$ cat src/rtl/imem_loader.sv
// Boot-time instruction-memory loader: assembles a framed big-endian byte stream into
// words, writes them to sequential addresses and releases the core once the checksum matches.
module imem_loader #(
  parameter logic [31:0] ADDR_BASE = 32'd0,
  parameter int          MAX_WORDS = 256
) (
  input  logic        clk,
  input  logic        rst_n,
  input  logic        byte_valid,
  input  logic [7:0]  byte_data,
  output logic        byte_ready,
  output logic        imem_write_en,
  output logic [31:0] imem_write_addr,
  output logic [31:0] imem_write_data,
  output logic        cpu_rst_n,
  output logic        load_done,
  output logic        load_error
);

  typedef enum logic [2:0] {
    S_HDR   = 3'd0,
    S_DATA  = 3'd1,
    S_CSUM  = 3'd2,
    S_DONE  = 3'd3,
    S_ERROR = 3'd4
  } state_e;

  localparam logic [31:0] MAX_W = 32'(MAX_WORDS);

  state_e      state_q, state_d;
  logic [1:0]  cnt_q, cnt_d;
  logic [23:0] shift_q, shift_d;
  logic [31:0] count_q, count_d;
  logic [31:0] idx_q, idx_d;
  logic [31:0] sum_q, sum_d;
  logic        ready_q, ready_d;
  logic        we_q, we_d;
  logic [31:0] addr_q, addr_d;
  logic [31:0] wdata_q, wdata_d;
  logic        done_q, done_d;
  logic        err_q, err_d;
  logic        cpu_rst_n_q, cpu_rst_n_d;

  logic        accept_s;
  logic [31:0] word_s;

  assign accept_s = byte_valid & ready_q;
  // The three bytes already held plus the incoming one form the complete big-endian word.
  assign word_s   = {shift_q, byte_data};

  // Next-state, word assembly and registered-output computation.
  always_comb begin
    state_d     = state_q;
    cnt_d       = cnt_q;
    shift_d     = shift_q;
    count_d     = count_q;
    idx_d       = idx_q;
    sum_d       = sum_q;
    we_d        = 1'b0;
    addr_d      = addr_q;
    wdata_d     = wdata_q;
    ready_d     = 1'b0;
    done_d      = 1'b0;
    err_d       = 1'b0;
    cpu_rst_n_d = 1'b0;

    if (accept_s) begin
      shift_d = word_s[23:0];
      cnt_d   = cnt_q + 2'd1;
      if (cnt_q == 2'd3) begin
        case (state_q)
          S_HDR: begin
            count_d = word_s;
            idx_d   = 32'd0;
            if (word_s > MAX_W) begin
              state_d = S_ERROR;
            end else if (word_s == 32'd0) begin
              state_d = S_CSUM;
            end else begin
              state_d = S_DATA;
            end
          end
          S_DATA: begin
            we_d    = 1'b1;
            addr_d  = ADDR_BASE + {idx_q[29:0], 2'b00};
            wdata_d = word_s;
            sum_d   = sum_q + word_s;
            idx_d   = idx_q + 32'd1;
            if ((idx_q + 32'd1) == count_q) begin
              state_d = S_CSUM;
            end else begin
              state_d = S_DATA;
            end
          end
          S_CSUM: begin
            if (word_s == sum_q) begin
              state_d = S_DONE;
            end else begin
              state_d = S_ERROR;
            end
          end
          default: state_d = state_q;
        endcase
      end else begin
        state_d = state_q;
      end
    end else begin
      shift_d = shift_q;
    end

    case (state_d)
      S_HDR, S_DATA, S_CSUM: ready_d = 1'b1;
      default:               ready_d = 1'b0;
    endcase

    done_d      = (state_d == S_DONE);
    err_d       = (state_d == S_ERROR);
    cpu_rst_n_d = (state_d == S_DONE);
  end

  // State and output registers; everything clears asynchronously on rst_n.
  always_ff @(posedge clk or negedge rst_n) begin
    if (!rst_n) begin
      state_q     <= S_HDR;
      cnt_q       <= 2'd0;
      shift_q     <= 24'd0;
      count_q     <= 32'd0;
      idx_q       <= 32'd0;
      sum_q       <= 32'd0;
      ready_q     <= 1'b0;
      we_q        <= 1'b0;
      addr_q      <= 32'd0;
      wdata_q     <= 32'd0;
      done_q      <= 1'b0;
      err_q       <= 1'b0;
      cpu_rst_n_q <= 1'b0;
    end else begin
      state_q     <= state_d;
      cnt_q       <= cnt_d;
      shift_q     <= shift_d;
      count_q     <= count_d;
      idx_q       <= idx_d;
      sum_q       <= sum_d;
      ready_q     <= ready_d;
      we_q        <= we_d;
      addr_q      <= addr_d;
      wdata_q     <= wdata_d;
      done_q      <= done_d;
      err_q       <= err_d;
      cpu_rst_n_q <= cpu_rst_n_d;
    end
  end

  assign byte_ready      = ready_q;
  assign imem_write_en   = we_q;
  assign imem_write_addr = addr_q;
  assign imem_write_data = wdata_q;
  assign cpu_rst_n       = cpu_rst_n_q;
  assign load_done       = done_q;
  assign load_error      = err_q;

endmodule

$ cat config.mk
export PLATFORM = sky130hd
export DESIGN_NAME = imem_loader
export DESIGN_NICKNAME = d
export VERILOG_FILES = /design/src/rtl/imem_loader.sv
export SDC_FILE = /design/constraint.sdc
export NUM_CORES = 1
export LEC_CHECK = 0
export BUFFER_PORTS_ARGS = -buffer_cell sky130_fd_sc_hd__clkbuf_2
export CAP_MARGIN = 20
export CORE_MARGIN = 1.5
export CORE_UTILIZATION = 61
export CTS_CLUSTER_DIAMETER = 100
export DETAILED_ROUTE_END_ITERATION = 8
export GPL_ROUTABILITY_DRIVEN = 0
export GPL_TIMING_DRIVEN = 0
export PLACE_DENSITY = 0.84
export SLEW_MARGIN = 15
export SYNTH_ARGS = -nofsm -noshare
export SYNTH_HDL_FRONTEND = slang
export SYNTH_SLANG_ARGS = --single-unit
$ cat constraint.sdc
create_clock -name clk -period 3.2 [get_ports clk]
set_clock_uncertainty 0.05 [all_clocks]
set_input_delay 0.16 -clock clk [delete_from_list [all_inputs] [get_ports clk]]
set_output_delay 0.16 -clock clk [all_outputs]
set_load 0.02 [all_outputs]
==> run metrics <==
CP max-delay cell dfrtp_2; clk root buf clkbuf_16; Synth-to-Final Area Change 16.95%; DR vias/cell 6.280; cells after synthesis 1075; Crit path max-delay family simple AND/OR/NAND/NOR gates; CP max FO 7; number of port buffers 77; Post-synth ARST share 100.0%; H-tree levels 4; Diodes inserted 0; io pins 80; fraction of final layout cells sized beyond drive strength 1 approximately 20%; GR Overflow Total 0; Hold Path Class input pin to flip-flop; first-pass GRT wire length 43520 µm; Compound-Gate Fraction of Synth Area 12.67%; core box area 16000 µm²; ys flop type dfrtp_1; Die Y ~130 µm; row count 46; Crit. End Element flip-flop; detailed-route via count 8937; Pre-antenna DRT Iters 6; Synth Cell Area 10090 µm²; Final Non-Filler Cells between 1000 and 1500; final setup TNS 0 ps; HPWL Detailed between 15000 and 20000 µm; clk_lat worst skew 440 ps; Die Width approximately 130 µm; vias in the first global route 8549; post-synthesis mux area share under 10%; CP Data Arrival Time between 3000 and 4000 ps; Slew Viols, Final 0; Worst EP required 3480 ps; PwrDens 625.0 nW/µm²; Residual DRC 0; max cap viols 0; crit path cell chain nand4_4 -> nor4_4 -> buf_4 -> nand4_1 -> xnor2_1 -> nor4_2 -> o2111a_1 -> nand4_1 -> o21ai_2 -> o22ai_1 -> nor2b_1; hold_ws around 11 ps; sequential-to-total area share from yosys stat between 40 and 50%; leak pwr approximately 5.7 nW; Pwr Total around 7.4 mW; post-synthesis register bit count 191; status finished clean; FILL cells between 1000 and 1500; Worst Tran Pin Value around 820 ps; XOR/XNOR Fraction of Synth Area between 6 and 7%; CTS buffer count 17; maximum vdd drop just under 0.0005 V; Starting Density about 63%; most frequent cells in the layout nand2_1 (280), dfrtp_1 (181), clkbuf_2 (80); worst path bufs/invs 1; Initial DRC Count around 1000; Slew headroom between 40 and 50%; commonest non-fill, non-tap cell in the layout nand2_1; Post-Synth Simple-Gate Area about a fifth; Post-Synth Adder-Cell Area 4.587%; Inst Count DP roughly 1400; EDFF count, synth 0; largest net degree at the start of global routing a little over 90; fmax around 320 MHz; Worst-path clk slew ~70 ps; crit start category flip-flop; CTS sink cnt about 190; drt total wl approximately 28000 µm; Yosys cell types between 60 and 70; Tmin final 3148 ps; nets@finish between 1000 and 1500; WL per Instance between 15 and 20 µm; CP peak stage delay approximately 460 ps; GRT Util Overall roughly 32%; Fin. Hold Viols 0; final setup margin ~52 ps; R2R setup slack 50 ps; pre-CTS setup slack -224.8 ps; most used cell, CP nand4_1; TritonCTS clock tree yes; Final Cycle Share a little over nine tenths; largest family of logic cells by synthesized area simple AND/OR/NAND/NOR gates; setup violators final 0; initial antenna violation count 0; clk buf depth 2; remaining antenna violation count 0; die area between 15000 and 20000 µm²; critical path class flip-flop to flip-flop; Yosys warning count 0; Mean Syn Cell Area roughly 9.4 µm²
==> stage by stage <==
stage	area, µm²	utilization, %
final	11800	73.77
after global routing	11800	73.77
after CTS	11560	72.24
after detailed placement	10820	67.60
after global placement	10750	67.20
after floorplan	10100	-
==> synth_stat cells (3+ instances only) <==
cell type	count	area, µm²
a211oi_1	9	67.56
a21o_1	10	75.07
a21oi_1	35	175.2
a31oi_1	10	62.56
and2_1	5	31.28
and3_1	6	37.54
and4_1	5	43.79
buf_1	4	15.01
buf_2	7	35.03
buf_4	3	22.52
clkbuf_1	43	161.4
dfrtp_1	191	4780
ha_1	33	412.9
inv_1	18	67.56
maj3_1	3	30.03
mux2_2	57	641.9
mux2i_1	3	30.03
nand2_1	281	1055
nand3_1	18	90.09
nand4_1	14	87.58
nand4_2	3	37.54
nor2_1	40	150.1
nor2b_1	8	50.05
nor3_1	11	55.05
nor4_1	19	118.9
o21a_1	8	60.06
o21ai_0	77	385.4
o21ai_1	3	15.01
o21bai_1	3	22.52
o311a_1	3	30.03
o31ai_1	24	180.2
or2_2	4	25.02
or3_1	4	25.02
xnor2_1	39	341.6
xor2_1	34	297.8
==> sequential cells by signal, summed over array words and instances (netlist names), 2 cells and up <==
| name | flops |
|---|---|
| shift_q | 24 |
| imem_write_addr | 30 |
| imem_write_data | 32 |
| cnt_q | 2 |
| count_q | 32 |
| idx_q | 32 |
| sum_q | 32 |
| state_q | 3 |
==> kinds of logic after synthesis <==
| kind of cell | Yosys count |
|---|---|
| multiplexers | 60 |
| adder cells (fa/ha/maj) | 37 |
| AO/OA/AOI/OAI | 205 |
| other | 1 |
| flip-flops | 191 |
| XOR/XNOR | 73 |
| buffers and inverters | 76 |
| AND/OR/NAND/NOR | 432 |
==> per-layer routing <==
metal | routed length, µm | track usage (%) | share of wire, %
met1 | 11140 | 40.92 | 40
met2 | 13340 | 51.46 | 47
met3 | 2205 | 6.250 | 7.8
met4 | 1465 | 18.09 | 5.2
met5 | 0 | 0 | 0
==> power breakdown <==
group          switching, mW  internal (mW)
sequential             0.605           2.80
combinational          0.998          0.883
clock                  0.941           1.15
==> timing repair <==
| action | in CTS | in global routing |
|---|---|---|
| hold buffers | 7 | 0 |
| resized for setup | 14 | 43 |
| buffers inserted | 3 | 13 |
| pin swaps | 2 | 10 |
| setup endpoints to repair | 36 | 11 |
| hold endpoints to repair | 198 | 0 |
==> cell type report <==
| class | count | area [µm²] | share of cell area, % |
|---|---|---|---|
| multi-input cells | 809 | 5220 | 44.22 |
| flip-flops and latches | 191 | 4792 | 40.60 |
| repair buffers | 102 | 639.4 | 5.417 |
| clock buffers | 19 | 432.9 | 3.668 |
| well taps | 216 | 270.3 | 2.290 |
| plain buffers | 57 | 247.7 | 2.099 |
| clock inverters | 11 | 133.9 | 1.134 |
| inverters | 18 | 67.56 | 0.5724 |
==> final timing paths <==
| path | start | cells past startpoint | end |
|---|---|---|---|
| setup / recovery | idx_q[9] | 11 | cpu_rst_n |
| hold / removal | byte_data[5] | 3 | imem_write_data[5] |
| setup reg to reg | idx_q[9] | 11 | cpu_rst_n |
| hold reg to reg | imem_write_addr[18] | 2 | imem_write_addr[18] |
| max in group asynchronous | rst_n | 3 | sum_q[12] |
| min in group asynchronous | rst_n | 2 | idx_q[21] |
==> worst min-delay path, stage by stage <==
cell	delay (ps)
clkbuf_2	160
nand2_1	100
nand2_1	50
No activity file was read; power rests on OpenSTA's default activity.
